<file path="src/rtl/scan_led_pkg.sv">
// Shared constants and helpers for the multiplexed seven-segment scanner.
package scan_led_pkg;

    // Widest digit-select vector any configuration can ask for.
    localparam int MAX_DIGITS = 16;

    // Active-low pattern with every segment (and the decimal point) dark.
    localparam logic [7:0] SEG_BLANK = 8'hFF;

    // Bit position of the decimal point in {dp,g,f,e,d,c,b,a}.
    localparam int DP_BIT = 7;

    // Hex digit to active-low segment pattern, decimal point left dark.
    function automatic logic [7:0] hex_to_seg(input logic [3:0] h);
        logic [7:0] s;
        case (h)
            4'h0: s = 8'hC0;
            4'h1: s = 8'hF9;
            4'h2: s = 8'hA4;
            4'h3: s = 8'hB0;
            4'h4: s = 8'h99;
            4'h5: s = 8'h92;
            4'h6: s = 8'h82;
            4'h7: s = 8'hF8;
            4'h8: s = 8'h80;
            4'h9: s = 8'h90;
            4'hA: s = 8'h88;
            4'hB: s = 8'h83;
            4'hC: s = 8'hC6;
            4'hD: s = 8'hA1;
            4'hE: s = 8'h86;
            default: s = 8'h8E;
        endcase
        return s;
    endfunction

    // Digit-select vector with every digit switched off, for either polarity.
    function automatic logic [MAX_DIGITS-1:0] dig_inactive(input bit act_low);
        return act_low ? {MAX_DIGITS{1'b1}} : {MAX_DIGITS{1'b0}};
    endfunction

endpackage

</file>
<file path="src/rtl/scan_tick_gen.sv">
// Scan prescaler: splits each digit slot into 2^BRIGHT_W equal sub-slots.
module scan_tick_gen #(
    parameter int DIV      = 8,
    parameter int BRIGHT_W = 3
) (
    input  logic                clk,
    input  logic                rst,
    output logic [BRIGHT_W-1:0] sub_idx,
    output logic                sub_tick,
    output logic                slot_end
);

    localparam int NSUB  = 1 << BRIGHT_W;
    localparam int SUB   = DIV / NSUB;
    localparam int CNT_W = (SUB > 1) ? $clog2(SUB) : 1;
    localparam logic [CNT_W-1:0] SUB_LAST = CNT_W'(SUB - 1);

    if (DIV < NSUB) begin : g_err_div_small
        $error("scan_tick_gen: DIV must be at least 2^BRIGHT_W");
    end
    if ((DIV % NSUB) != 0) begin : g_err_div_mod
        $error("scan_tick_gen: DIV must be a multiple of 2^BRIGHT_W");
    end

    logic [CNT_W-1:0] sub_cnt;

    assign sub_tick = (sub_cnt == SUB_LAST);
    assign slot_end = sub_tick && (&sub_idx);

    // Clock counter within a sub-slot, and the sub-slot index within a slot.
    always_ff @(posedge clk) begin
        if (rst) begin
            sub_cnt <= '0;
            sub_idx <= '0;
        end else if (sub_tick) begin
            sub_cnt <= '0;
            sub_idx <= sub_idx + 1'b1;
        end else begin
            sub_cnt <= sub_cnt + 1'b1;
        end
    end

endmodule

</file>
<file path="src/rtl/scan_led_mux.sv">
// Multiplexed seven-segment driver with double-buffered data, leading-zero
// blanking, per-digit decimal points and PWM brightness.
// update is a single-cycle capture strobe with no back-pressure: every clock
// in which it is high overwrites the pending buffer.
module scan_led_mux
    import scan_led_pkg::*;
#(
    parameter int DIGITS      = 8,
    parameter int CLK_HZ      = 50000000,
    parameter int SCAN_HZ     = 1000,
    parameter int BRIGHT_W    = 3,
    parameter bit DIG_ACT_LOW = 1'b1,
    parameter bit SEG_ACT_LOW = 1'b1
) (
    input  logic                  clk,
    input  logic                  rst,
    input  logic [4*DIGITS-1:0]   d,
    input  logic [DIGITS-1:0]     dp,
    input  logic                  update,
    input  logic                  lz_en,
    input  logic [BRIGHT_W-1:0]   bright,
    output logic [DIGITS-1:0]     dig,
    output logic [7:0]            seg,
    output logic                  frame_start
);

    localparam int DIV   = CLK_HZ / SCAN_HZ;
    localparam int IDX_W = (DIGITS > 1) ? $clog2(DIGITS) : 1;
    localparam logic [IDX_W-1:0]      IDX_TOP     = IDX_W'(DIGITS - 1);
    localparam logic [MAX_DIGITS-1:0] DIG_OFF_ALL = dig_inactive(DIG_ACT_LOW);
    localparam logic [DIGITS-1:0]     DIG_OFF     = DIG_OFF_ALL[DIGITS-1:0];
    localparam logic [7:0]            SEG_OFF     = SEG_ACT_LOW ? SEG_BLANK : ~SEG_BLANK;

    if (DIGITS < 2 || DIGITS > MAX_DIGITS) begin : g_err_digits
        $error("scan_led_mux: DIGITS must be in 2..16");
    end

    logic [BRIGHT_W-1:0] sub_idx;
    logic                sub_tick;
    logic                slot_end;

    scan_tick_gen #(
        .DIV      (DIV),
        .BRIGHT_W (BRIGHT_W)
    ) u_tick (
        .clk      (clk),
        .rst      (rst),
        .sub_idx  (sub_idx),
        .sub_tick (sub_tick),
        .slot_end (slot_end)
    );

    logic [IDX_W-1:0]    idx;
    logic                frame_wrap;
    logic                wrap_d;
    logic                tick_d;
    logic [4*DIGITS-1:0] pend_d;
    logic [DIGITS-1:0]   pend_dp;
    logic                pend_v;
    logic [4*DIGITS-1:0] shd_d;
    logic [DIGITS-1:0]   shd_dp;
    logic [DIGITS-1:0]   lz_blank;
    logic                all_zero;
    logic [7:0]          seg_nxt;
    logic [DIGITS-1:0]   dig_nxt;

    assign frame_wrap = slot_end && (idx == '0);

    // Digit index scans leftmost to rightmost; remember when a frame wraps
    // and when the counters moved so the outputs can follow one clock later.
    always_ff @(posedge clk) begin
        if (rst) begin
            idx    <= IDX_TOP;
            wrap_d <= 1'b1;
            tick_d <= 1'b1;
        end else begin
            wrap_d <= frame_wrap;
            tick_d <= sub_tick;
            if (slot_end) begin
                idx <= (idx == '0) ? IDX_TOP : idx - 1'b1;
            end
        end
    end

    // Pending buffer takes every update; shadow swaps only at the frame wrap
    // so a frame is never drawn from two different data sets.
    always_ff @(posedge clk) begin
        if (rst) begin
            pend_d  <= '0;
            pend_dp <= '0;
            pend_v  <= 1'b0;
            shd_d   <= '0;
            shd_dp  <= '0;
        end else begin
            if (frame_wrap && pend_v) begin
                shd_d  <= pend_d;
                shd_dp <= pend_dp;
                pend_v <= 1'b0;
            end
            if (update) begin
                pend_d  <= d;
                pend_dp <= dp;
                pend_v  <= 1'b1;
            end
        end
    end

    // Blank a digit when it and every digit to its left are zero.
    always_comb begin
        lz_blank = '0;
        all_zero = 1'b1;
        for (int i = DIGITS - 1; i >= 0; i--) begin
            all_zero    = all_zero && (shd_d[4*i +: 4] == 4'h0);
            lz_blank[i] = lz_en && (i != 0) && all_zero;
        end
    end

    // Segment pattern and digit select for the current slot and sub-slot.
    always_comb begin
        seg_nxt = lz_blank[idx] ? SEG_BLANK : hex_to_seg(shd_d[{idx, 2'b00} +: 4]);
        if (shd_dp[idx]) begin
            seg_nxt[DP_BIT] = 1'b0;
        end
        if (!SEG_ACT_LOW) begin
            seg_nxt = ~seg_nxt;
        end
        dig_nxt = DIG_OFF;
        if (sub_idx <= bright) begin
            dig_nxt[idx] = ~DIG_OFF[idx];
        end
    end

    // Registered pin drivers; dig and seg always change on the same edge.
    always_ff @(posedge clk) begin
        if (rst) begin
            dig         <= DIG_OFF;
            seg         <= SEG_OFF;
            frame_start <= 1'b0;
        end else begin
            frame_start <= wrap_d;
            if (tick_d) begin
                dig <= dig_nxt;
                seg <= seg_nxt;
            end
        end
    end

endmodule
</file>
<file path="config.mk">
export PLATFORM = sky130hd
export DESIGN_NAME = scan_led_mux
export DESIGN_NICKNAME = d
export VERILOG_FILES = /design/src/rtl/scan_led_pkg.sv /design/src/rtl/scan_tick_gen.sv /design/src/rtl/scan_led_mux.sv
export SDC_FILE = /design/constraint.sdc
export NUM_CORES = 1
export LEC_CHECK = 0
export BUFFER_PORTS_ARGS = -buffer_cell sky130_fd_sc_hd__buf_2
export CAP_MARGIN = 40
export CORE_MARGIN = 5
export CORE_UTILIZATION = 38
export DETAILED_ROUTE_END_ITERATION = 10
export PLACE_DENSITY = 0.57
export SYNTH_ARGS = -nofsm -noshare
export SYNTH_HDL_FRONTEND = slang
export SYNTH_HIERARCHICAL = 1
export SYNTH_SLANG_ARGS = --single-unit
</file>
<file path="constraint.sdc">
create_clock -name clk -period 2.6 [get_ports clk]
set_input_delay 0.39 -clock clk [delete_from_list [all_inputs] [get_ports clk]]
set_output_delay 0.39 -clock clk [all_outputs]
set_load 0.02 [all_outputs]
</file>
# Word level (Yosys, flattened, before mapping)
# Memory sizes are Yosys's and may differ from the RTL's. A register that Yosys moved wholly into a read port is not among the register bits.
# Index checks and enable logic that the tools add are counted.
# totals
word_cells,69
mem_bits_ro,120
mem_count,2
input_bits,47
reg_bits,119
out_inout_bits,17
# classes
n_eq_ne,1
n_reduce_logical,28
shifts,1
n_addsub,3
order_cmp,3
n_mux,15
n_bitwise,3
# mem_list
name,depth,word_bits,rd,rd_ports_with_merged_regs,write_ports,line,rtl
(name not given),16,7,1,0,0,scan_led_pkg.sv:16,case (h)
(name not given),8,1,1,1,0,scan_led_mux.sv:129,dig_nxt[idx] = ~DIG_OFF[idx];
# op_table
op,count
indexed part select 32 x 6 -> 4 bit,1
zero test 4 bit,7
logical AND 1 bit,17
2-to-1 mux 8 bit,2
"adder 13 x 1 -> 13 bit, second input constant",1
"equality test 13 bit, second input constant",1
2-to-1 mux 3 bit,3
NOT 8 bit,1
bitwise OR 8 bit,1
2-to-1 mux 1 bit,7
binary-select mux 1 bit (select 3 bit),2
"< comparator 3 x 4 -> 1 bit, second input constant",1
"adder 3 x 1 -> 3 bit, second input constant",1
demux 1 bit (select 3 bit),1
">= comparator 3 x 1 -> 1 bit, second input constant",1
<= comparator 3 bit,1
zero test 3 bit,1
AND reduction 3 bit,1
"subtractor 3 x 1 -> 3 bit, second input constant",1
nonzero test 2 bit,1
OR reduction 2 bit,1
NOT 1 bit,1

# Longest topological paths before layout
# Gate-level depths: netlist (run 1).
# depth
ltp_word,12
depth_mapped,12
ltp_nobuf,10

# Cells and area by module
# Netlist (run 1), hierarchy kept.
# by_module_without_submodules
module,seq_area_each_um2,instances,area_per_inst_um2,cells_per_inst
scan_led_mux,2062.0,1,4314.1,470
scan_tick_gen,320.3,1,795.8,87

# Least setup slack after synthesis (run 1)
# Ideal clock, no wire load.
# synth_timing
kind,reg-to-reg
startpoint,register u_tick.sub_cnt[2]
endpoint,register shd_d[0]
path_buffers,3
required_time_ns,2.530
arrival_ns,2.362
setup_ns,0.070
stages_incl_launch_ff,12
synth_period_minus_slack_ns,2.432
path_slack_ns,0.168
path_cell_list,dfxtp_1 > buf_6 > or4_4 > nor3_4 > and2_1 > nand2_1 > nor2_1 > and2_1 > clkbuf_1 > clkbuf_1 > nand2_1 > a21oi_1
# synth_between
elab_chain_cells,4
# synth_lines
element,line,rtl
"start, declared",scan_tick_gen.sv:25,logic [CNT_W-1:0] sub_cnt;
"start signal, assigned",scan_tick_gen.sv:39,sub_cnt <= sub_cnt + 1'b1;
equality test 13 bit,scan_tick_gen.sv:27,assign sub_tick = (sub_cnt == SUB_LAST);
via sub_tick,scan_led_mux.sv:39,logic sub_tick;
logical AND 1 bit,scan_tick_gen.sv:28,assign slot_end = sub_tick && (&sub_idx);
via slot_end,scan_led_mux.sv:40,logic slot_end;
logical AND 1 bit,scan_led_mux.sv:67,assign frame_wrap = slot_end && (idx == '0);
logical AND 1 bit,scan_led_mux.sv:95,if (frame_wrap && pend_v) begin
"end signal, assigned",scan_led_mux.sv:96,shd_d <= pend_d;
"end, declared",scan_led_mux.sv:60,logic [4*DIGITS-1:0] shd_d;
# The timed path passes the listed nets, and every way through them passes these cells.
# A chain may end at the register's enable or synchronous reset.

# Worst setup path after layout (run 1)
# layout_timing
startpoint,register idx[1]
endpoint,register seg[1]
# layout_between
elab_chain_cells,3
elab_cells_between_ends,5
classes_between,shift (1); mux (3); memory (1)
# layout_lines
element,line,rtl
"start, declared",scan_led_mux.sv:53,logic [IDX_W-1:0] idx;
"start signal, assigned",scan_led_mux.sv:80,idx <= (idx == '0) ? IDX_TOP : idx - 1'b1;
indexed part select 32 x 6 -> 4 bit or binary-select mux 1 bit (select 3 bit) (tied branches),scan_led_mux.sv:120,"seg_nxt = lz_blank[idx] ? SEG_BLANK : hex_to_seg(shd_d[{idx, 2'b00} +: 4]);"
memory (16 x 7 bit) or 2-to-1 mux 1 bit (tied branches),--,
2-to-1 mux 8 bit (*),scan_led_mux.sv:120,
"end signal, assigned",scan_led_mux.sv:143,seg <= seg_nxt;
"end, declared",scan_led_mux.sv:23,"output logic [7:0] seg,"
# Every way passes the cells marked *; elsewhere a longest branch is shown, timed or not. The select of a mux whose other input is x is not followed.

==> summary.md, run 1 <==
| Metric | Value |
|---|---|
| Final GP Congestion | `0.887` |
| Total routed wirelength | `11.4 mm` |
| Status | `finished, final reports clean` |
| Top cells by area, synth | `dfxtp_1, mux2i_1, nand2_1` |
| Comb pwr share | `4.4%` |
| Worst hold-check path type | `in -> reg` |
| Worst-Margin Slew | `0.783 ns` |
| Max transition margin | `47.5%` |
| Delay-heaviest family, CP | `multiplexers` |
| Total Power | `4.54 mW` |
| Largest net degree at the start of global routing | `64` |
| Slew Limit Fails | `0` |
| Longest Clk Path Bufs | `2` |
| Crit Path Category | `reg -> reg` |
| Max Clk Rate | `0.414 GHz` |
| Worst-skew pair later-pin latency | `0.42 ns` |
| # rows | `42` |
| Worst Path Required | `2.90 ns` |
| Clk pin slew, worst setup/hold paths | `0.05 ns` |
| Post-synth net total | `619` |
| Yosys reg bits | `119` |
| Via/cell ratio | `4.96` |
| Die ar. | `0.0159 mm^2` |
| Dominant cell type by area after synthesis | `dfxtp_1` |
| Die width | `126 um` |
| Ys Warns | `6` |
| Max_cap viols | `0` |
| CP max stage cell | `mux4_1` |
| Crit. End Element | `register` |
| Vias in the first global route | `3984` |
| Area Overhead vs Synth | `21.7%` |
| # DRC | `0` |
| Vias | `3996` |
| GRT overflow | `0` |
| Initial antenna violation count | `0` |
| CTS H-tree lvls | `4` |
| CTS tree | `done` |
| Layout cells sized above 1 | `19.4%` |
| Fin. Hold Viols | `0` |
| CP endpoint | `seg[1]` |
| Clk sinks | `119` |
| Post-CTS repair timing setup buffer count | `0` |
| WP depth | `8` |
| CP cell instances | `mux4_1 > mux2i_2 > buf_4 > ha_1 > nand2_1 > o21a_1 > o32ai_1 > o32a_1` |
| Mapped Cells | `557` |
| Num CTS Buffers | `17` |
| Mapped Avg Cell Area | `9.17 um^2` |
| Cell-internal power | `3.62 mW` |
| EDFF count, synth | `0` |
| RSZ-0062 raised after global routing | `no` |
| Commonest non-fill, non-tap cells in the layout | `dfxtp_1, nand2_1, buf_2, nor2_1, a21oi_1` |
| WL per Instance | `14.1 um` |
| Netlist cell types | `51` |
| P per Cell Area | `730 mW/mm^2` |
| CP Launch Point | `idx[1]` |
| Crit path launch type | `register` |
| Clk root buf | `clkbuf_16` |
| Total core area | `0.0132 mm^2` |
| Post-synth top area share | `46.6%` |
| Final Critical Period | `2.41 ns` |
| Commonest non-fill, non-tap cell in the layout | `dfxtp_1` |
| Clock share of power | `53.5%` |
| Sequential share of power | `42.1%` |
| Worst reg-to-reg path cell count | `8` |
| WP buf/inv | `1` |
| Static leakage | `2.53 nW` |
| Ports | `64` |
| NetSw | `0.921 mW` |
| Worst R2R Start | `idx[1]` |
| Layout Nets | `678` |
| Async SR Flop Fraction | `0%` |
| HPWL Detailed | `8.11 mm` |
| Final Cycle Share | `92.9%` |
| Sequential fraction of the synthesis area | `46.6%` |
| GRT Total Usage | `14.9%` |
| Reg-to-reg endpoint | `seg[1]` |
| CP max stage delay | `0.66 ns` |
| Number of port buffers | `63` |
| Worst Skew | `0.0104 ns` |
| Die height | `126 um` |
| Mapped Area | `0.00511 mm^2` |
| Switch share | `20.3%` |
| Hold buffer count at cts | `0` |
| Crit path arrival time | `2.71 ns` |
| Initial drt markers | `243` |
| Critical path fanouts, max | `9` |
| Setup_tns | `0 ns` |
| Worst vdd rail ir drop | `0.414 mV` |
| First-pass GRT wire length | `19.2 mm` |
| Drt first pass iters | `4` |
| Initial cell density of the core | `38.7%` |
| Diodes inserted | `0` |
| Primary FF master, synth | `dfxtp_1` |
| Slack of the worst reg-to-reg path | `0.19 ns` |
| CTS resizes | `0` |
| Final setup fails | `0` |
| Antenna Violating Nets Remaining | `0` |
-- layer usage --
layer  share of wire (%)  GRT usage (%)  wire length (um)
met1                  46           18.5              5210
met2                  48           23.7              5440
met3                 4.7           5.55               539
met4                 1.7           5.55               195
met5                   0              0                 0
-- worst min-delay path, stage by stage --
cell,delay [ns]
buf_2,0.07
mux2i_1,0.05
nor2_1,0.07
-- metrics by stage --
step / cells / util, % / hold slack, ns / instance area [um^2] / setup WS (ns)
finish: 805 / 47.1 / 0.210 / 6220 / 0.186
CTS: 805 / 47.1 / 0.186 / 6220 / 0.150
global placement: 773 / 42.5 / 0.447 / 5600 / 0.238
floorplan: 557 / - / 0.414 / 5110 / 0.168
detailed placement: 773 / 42.5 / 0.449 / 5600 / 0.176
global route: 805 / 47.1 / 0.198 / 6220 / 0.00779
-- cells by family after synthesis --
group	Yosys count	share of synthesized area, %
and+or+nand+nor	216	19.2
muxes	59	14.3
DFF	119	46.6
xor gates and xnor gates	5	0.857
AOI/OAI and AO/OA	91	10.8
adders and majority gates	15	3.67
buffers and inverters	52	4.48
-- flip-flops by register name (all words and copies together) (netlist names) --
| name | cells |
|---|---|
| shd_dp | 8 |
| idx | 3 |
| pend_dp | 8 |
| wrap_d | 1 |
| frame_start | 1 |
| pend_v | 1 |
| shd_d | 32 |
| u_tick/sub_cnt | 13 |
| tick_d | 1 |
| seg | 8 |
| u_tick/sub_idx | 3 |
| dig | 8 |
| pend_d | 32 |
-- power groups by stage --
| stage | clock [mW] | combinational [mW] | sequential, mW |
|---|---|---|---|
| after global placement | 0 | 0.199 | 1.95 |
| after CTS | 2.49 | 0.205 | 1.91 |
| after floorplan | 0 | 0.128 | 1.95 |
| final | 2.43 | 0.201 | 1.91 |
| after global routing | 2.58 | 0.227 | 1.92 |
| after detailed placement | 0 | 0.204 | 1.95 |
-- worst min path at each step --
stage / startpoint / to / cells after the start
3_5_place_dp: shd_dp[1] / shd_dp[1] / 2
4_1_cts: d[30] / pend_d[30] / 3
6_report: d[30] / pend_d[30] / 3
5_1_grt: d[8] / pend_d[8] / 3
3_3_place_gp: pend_d[0] / shd_d[0] / 2
2_1_floorplan: wrap_d / frame_start / 1
-- synthesized netlist by cell type (all sizes together), types with 5 or more instances --
master,count
dfxtp,119
nand2,104
nor2,51
a21oi,48
mux2i,47
clkbuf,23
ha,15
inv,15
buf,14
nand2b,12
o21ai,12
mux4,10
nand3,9
o22ai,9
nor3,6
nor4,6
o32a,6
nand4,5
nor2b,5
-- area by class of cell --
type / count / area, um^2
Clock inverter: 9 / 148
Timing Repair Buffer: 77 / 445
Inverter: 15 / 56.3
Tap cell: 176 / 220
Sequential cell: 119 / 2380
Clock buffer: 23 / 468
Fill cell: 1295 / 6970
Multi-Input combinational cell: 386 / 2500
Power figures use the tool's default switching activity.
==> run 2: changes to the inputs <==
- CTS_BUF_LIST: not set -> sky130_fd_sc_hd__clkbuf_16
- PLACE_DENSITY: 0.57 -> 0.55
- clock period: 2.6 -> 2.4 ns (I/O delays scaled with it)
==> run 2 against run 1 <==
  * Worst hold slack worse by 0.030 ns
  * Clock skew is 0.0053 ns lower
  * Cell count is 0.62% higher
  * Non-clock buffer count up 6
  * Sequential share of layout area about the same
  * First-iteration DRC count grew 17%
  * Sequential power rose by 8%
  * Via count up 1.8%
  * Cell area is 0.12% lower
  * Clock power fell by 4%
  * Critical endpoint is now seg[3]
  * Largest cell class unchanged
==> summary.md, run 2 (synthesis gave the netlist of run 1 again) <==
| Metric | Value |
|---|---|
| Final Cycle Share | `93.6% (was 92.9%)` |
| Die ar. | `0.0159 mm^2 (unchanged)` |
| Drt first pass iters | `4 (unchanged)` |
| Critical path fanouts, max | `6 (was 9)` |
| CP cell instances | `mux4_1 > mux2i_2 > inv_2 > ha_1 > mux2_2 > nand2_1 > o21ai_0 > o32a_1 (was mux4_1 > mux2i_2 > buf_4 > ha_1 > nand2_1 > o21a_1 > o32ai_1 > o32a_1)` |
| Final Core Density | `47.1% (about the same)` |
| Worst Skew | `0.00502 ns (was 0.0104 ns)` |
| Antenna Violating Nets Remaining | `0 (unchanged)` |
| RSZ-0062 raised after global routing | `no (unchanged)` |
| Largest net degree at the start of global routing | `65 (was 64)` |
| Initial antenna violation count | `0 (unchanged)` |
| First-pass GRT wire length | `19.4 mm (was 19.2 mm)` |
| CP max stage cell | `mux4_1 (unchanged)` |
| WP depth | `8 (unchanged)` |
| NetSw | `1.01 mW (was 0.921 mW)` |
| Vias in the first global route | `3984 (unchanged)` |
| Max transition margin | `57.7% (was 47.5%)` |
| Worst-skew pair later-pin latency | `0.41 ns (was 0.42 ns)` |
| CTS H-tree lvls | `4 (unchanged)` |
| Layout Nets | `684 (was 678)` |
| Clk root buf | `clkbuf_16 (unchanged)` |
| Number of port buffers | `63 (unchanged)` |
| Final WS setup | `0.154 ns (was 0.186 ns)` |
| # DRC | `0 (unchanged)` |
| CP Launch Point | `idx[1] (unchanged)` |
| Worst hold-check path type | `in -> reg (unchanged)` |
| Max_cap viols | `0 (unchanged)` |
| Commonest non-fill, non-tap cells in the layout | `dfxtp_1, nand2_1, buf_2, nor2_1, a21oi_1 (unchanged)` |
| Switch share | `21.8% (was 20.3%)` |
| Setup_tns | `0 ns (unchanged)` |
| Crit. End Element | `register (unchanged)` |
| Min Hold Slack | `0.180 ns (was 0.210 ns)` |
| # rows | `42 (unchanged)` |
| Placed cells | `779 (was 773)` |
| Area Overhead vs Synth | `21.5% (was 21.7%)` |
| CTS tree | `done (unchanged)` |
| Final setup fails | `0 (unchanged)` |
| Fin cells | `810 (was 805)` |
| Crit Path Category | `reg -> reg (unchanged)` |
| Slew Limit Fails | `0 (unchanged)` |
| Layout cells sized above 1 | `20.2% (was 19.4%)` |
| Final Critical Period | `2.25 ns (was 2.41 ns)` |
| Cell-internal power | `3.62 mW (about the same)` |
| Num CTS Buffers | `17 (unchanged)` |
| Via/cell ratio | `5.02 (was 4.96)` |
| Initial cell density of the core | `38.7% (unchanged)` |
| Total core area | `0.0132 mm^2 (unchanged)` |
| Max Clk Rate | `0.445 GHz (was 0.414 GHz)` |
| Total routed wirelength | `11.4 mm (about the same)` |
| Crit path arrival time | `2.54 ns (was 2.71 ns)` |
| Slack of the worst reg-to-reg path | `0.15 ns (was 0.19 ns)` |
| Comb pwr share | `4.8% (was 4.4%)` |
| Longest Clk Path Bufs | `2 (unchanged)` |
| Reg-to-reg endpoint | `seg[3] (was seg[1])` |
| Clk pin slew, worst setup/hold paths | `0.05 ns (about the same)` |
| Clk sinks | `119 (unchanged)` |
| Worst reg-to-reg path cell count | `8 (unchanged)` |
| GRT overflow | `0 (unchanged)` |
| Commonest non-fill, non-tap cell in the layout | `dfxtp_1 (unchanged)` |
| Fill count | `1241 (was 1295)` |
| Die height | `126 um (unchanged)` |
| Status | `finished, final reports clean (unchanged)` |
| Initial drt markers | `285 (was 243)` |
| Place WS | `0.145 ns (was 0.176 ns)` |
| P per Cell Area | `746 mW/mm^2 (was 730 mW/mm^2)` |
| Multi-input gate area | `0.00250 mm^2 (about the same)` |
| Fin. Hold Viols | `0 (unchanged)` |
| Static leakage | `2.53 nW (about the same)` |
| WL per Instance | `14.1 um (about the same)` |
| Clock share of power | `50.6% (was 53.5%)` |
| Diodes inserted | `0 (unchanged)` |
| Crit path launch type | `register (unchanged)` |
| GRT Total Usage | `15.2% (was 14.9%)` |
| Largest registers | `pend_d (32), shd_d (32), u_tick/sub_cnt (13) (unchanged)` |
| Worst vdd rail ir drop | `0.529 mV (was 0.414 mV)` |
| CP endpoint | `seg[3] (was seg[1])` |
| Die width | `126 um (unchanged)` |
| CP max stage delay | `0.60 ns (was 0.66 ns)` |
| Sequential share of power | `44.6% (was 42.1%)` |
| WP buf/inv | `1 (unchanged)` |
| Final GP Congestion | `0.888 (was 0.887)` |
| Worst Path Required | `2.70 ns (was 2.90 ns)` |
| Post-CTS repair timing setup buffer count | `0 (unchanged)` |
| Worst-Margin Slew | `0.635 ns (was 0.783 ns)` |
| Vias | `4067 (was 3996)` |
| Delay-heaviest family, CP | `multiplexers (unchanged)` |
| Ports | `64 (unchanged)` |
| HPWL Detailed | `8.16 mm (was 8.11 mm)` |
| Worst R2R Start | `idx[1] (unchanged)` |
| FF+latch area | `0.00238 mm^2 (unchanged)` |
## run 2: cell type report
class | count | area share (%)
tap | 176 | 3.55
multi-input combinational | 386 | 40.3
clock inverter | 14 | 1.91
sequential | 119 | 38.4
clock buffer | 17 | 6.85
inverter | 15 | 0.907
timing repair buffer | 83 | 8.10
## run 2: worst reg2reg max path: stages (launching register included)
cell and delay [ns]:
dfxtp_1 0.47, mux4_1 0.61, mux2i_2 0.20, inv_2 0.07, ha_1 0.21, mux2_2 0.27
nand2_1 0.06, o21ai_0 0.08, o32a_1 0.17
## run 2: metal layers
metal	global-route usage, %	vias up	part of all wire, %
met5	0	-	0
met4	5.99	0	1.9
met3	5.21	19	4.2
met2	23.7	74	46
met1	19.3	1906	48
li1	-	2068	-
## run 2: power groups by stage
stage	combinational, mW	clock (mW)	sequential, mW
final	0.222	2.34	2.07
after floorplan	0.138	0	2.11
after detailed placement	0.226	0	2.11
after CTS	0.227	2.40	2.07
after global routing	0.250	2.48	2.07
after global placement	0.220	0	2.11
## run 2: how the worst min path moves through the flow
stage	start	end	slack [ns]	depth (start not counted)
finish	d[19]	pend_d[19]	0.18	3
global placement	wrap_d	frame_start	0.44	1
floorplan	wrap_d	frame_start	0.41	1
detailed placement	wrap_d	frame_start	0.44	1
global route	d[16]	pend_d[16]	0.17	3
CTS	d[19]	pend_d[19]	0.16	3
## run 2: per-stage QoR
| step | power, mW | area [um^2] |
|---|---|---|
| after detailed placement | 2.33 | 5660 |
| after global placement | 2.33 | 5660 |
| after floorplan | 2.25 | 5110 |
| after CTS | 4.69 | 6200 |
| after global routing | 4.81 | 6210 |
| final | 4.63 | 6210 |
## run 2: timing repair
action                     4_1_cts  5_1_grt
gates resized for setup          0        3
hold buffers                     0        0
setup endpoints to repair        0       40
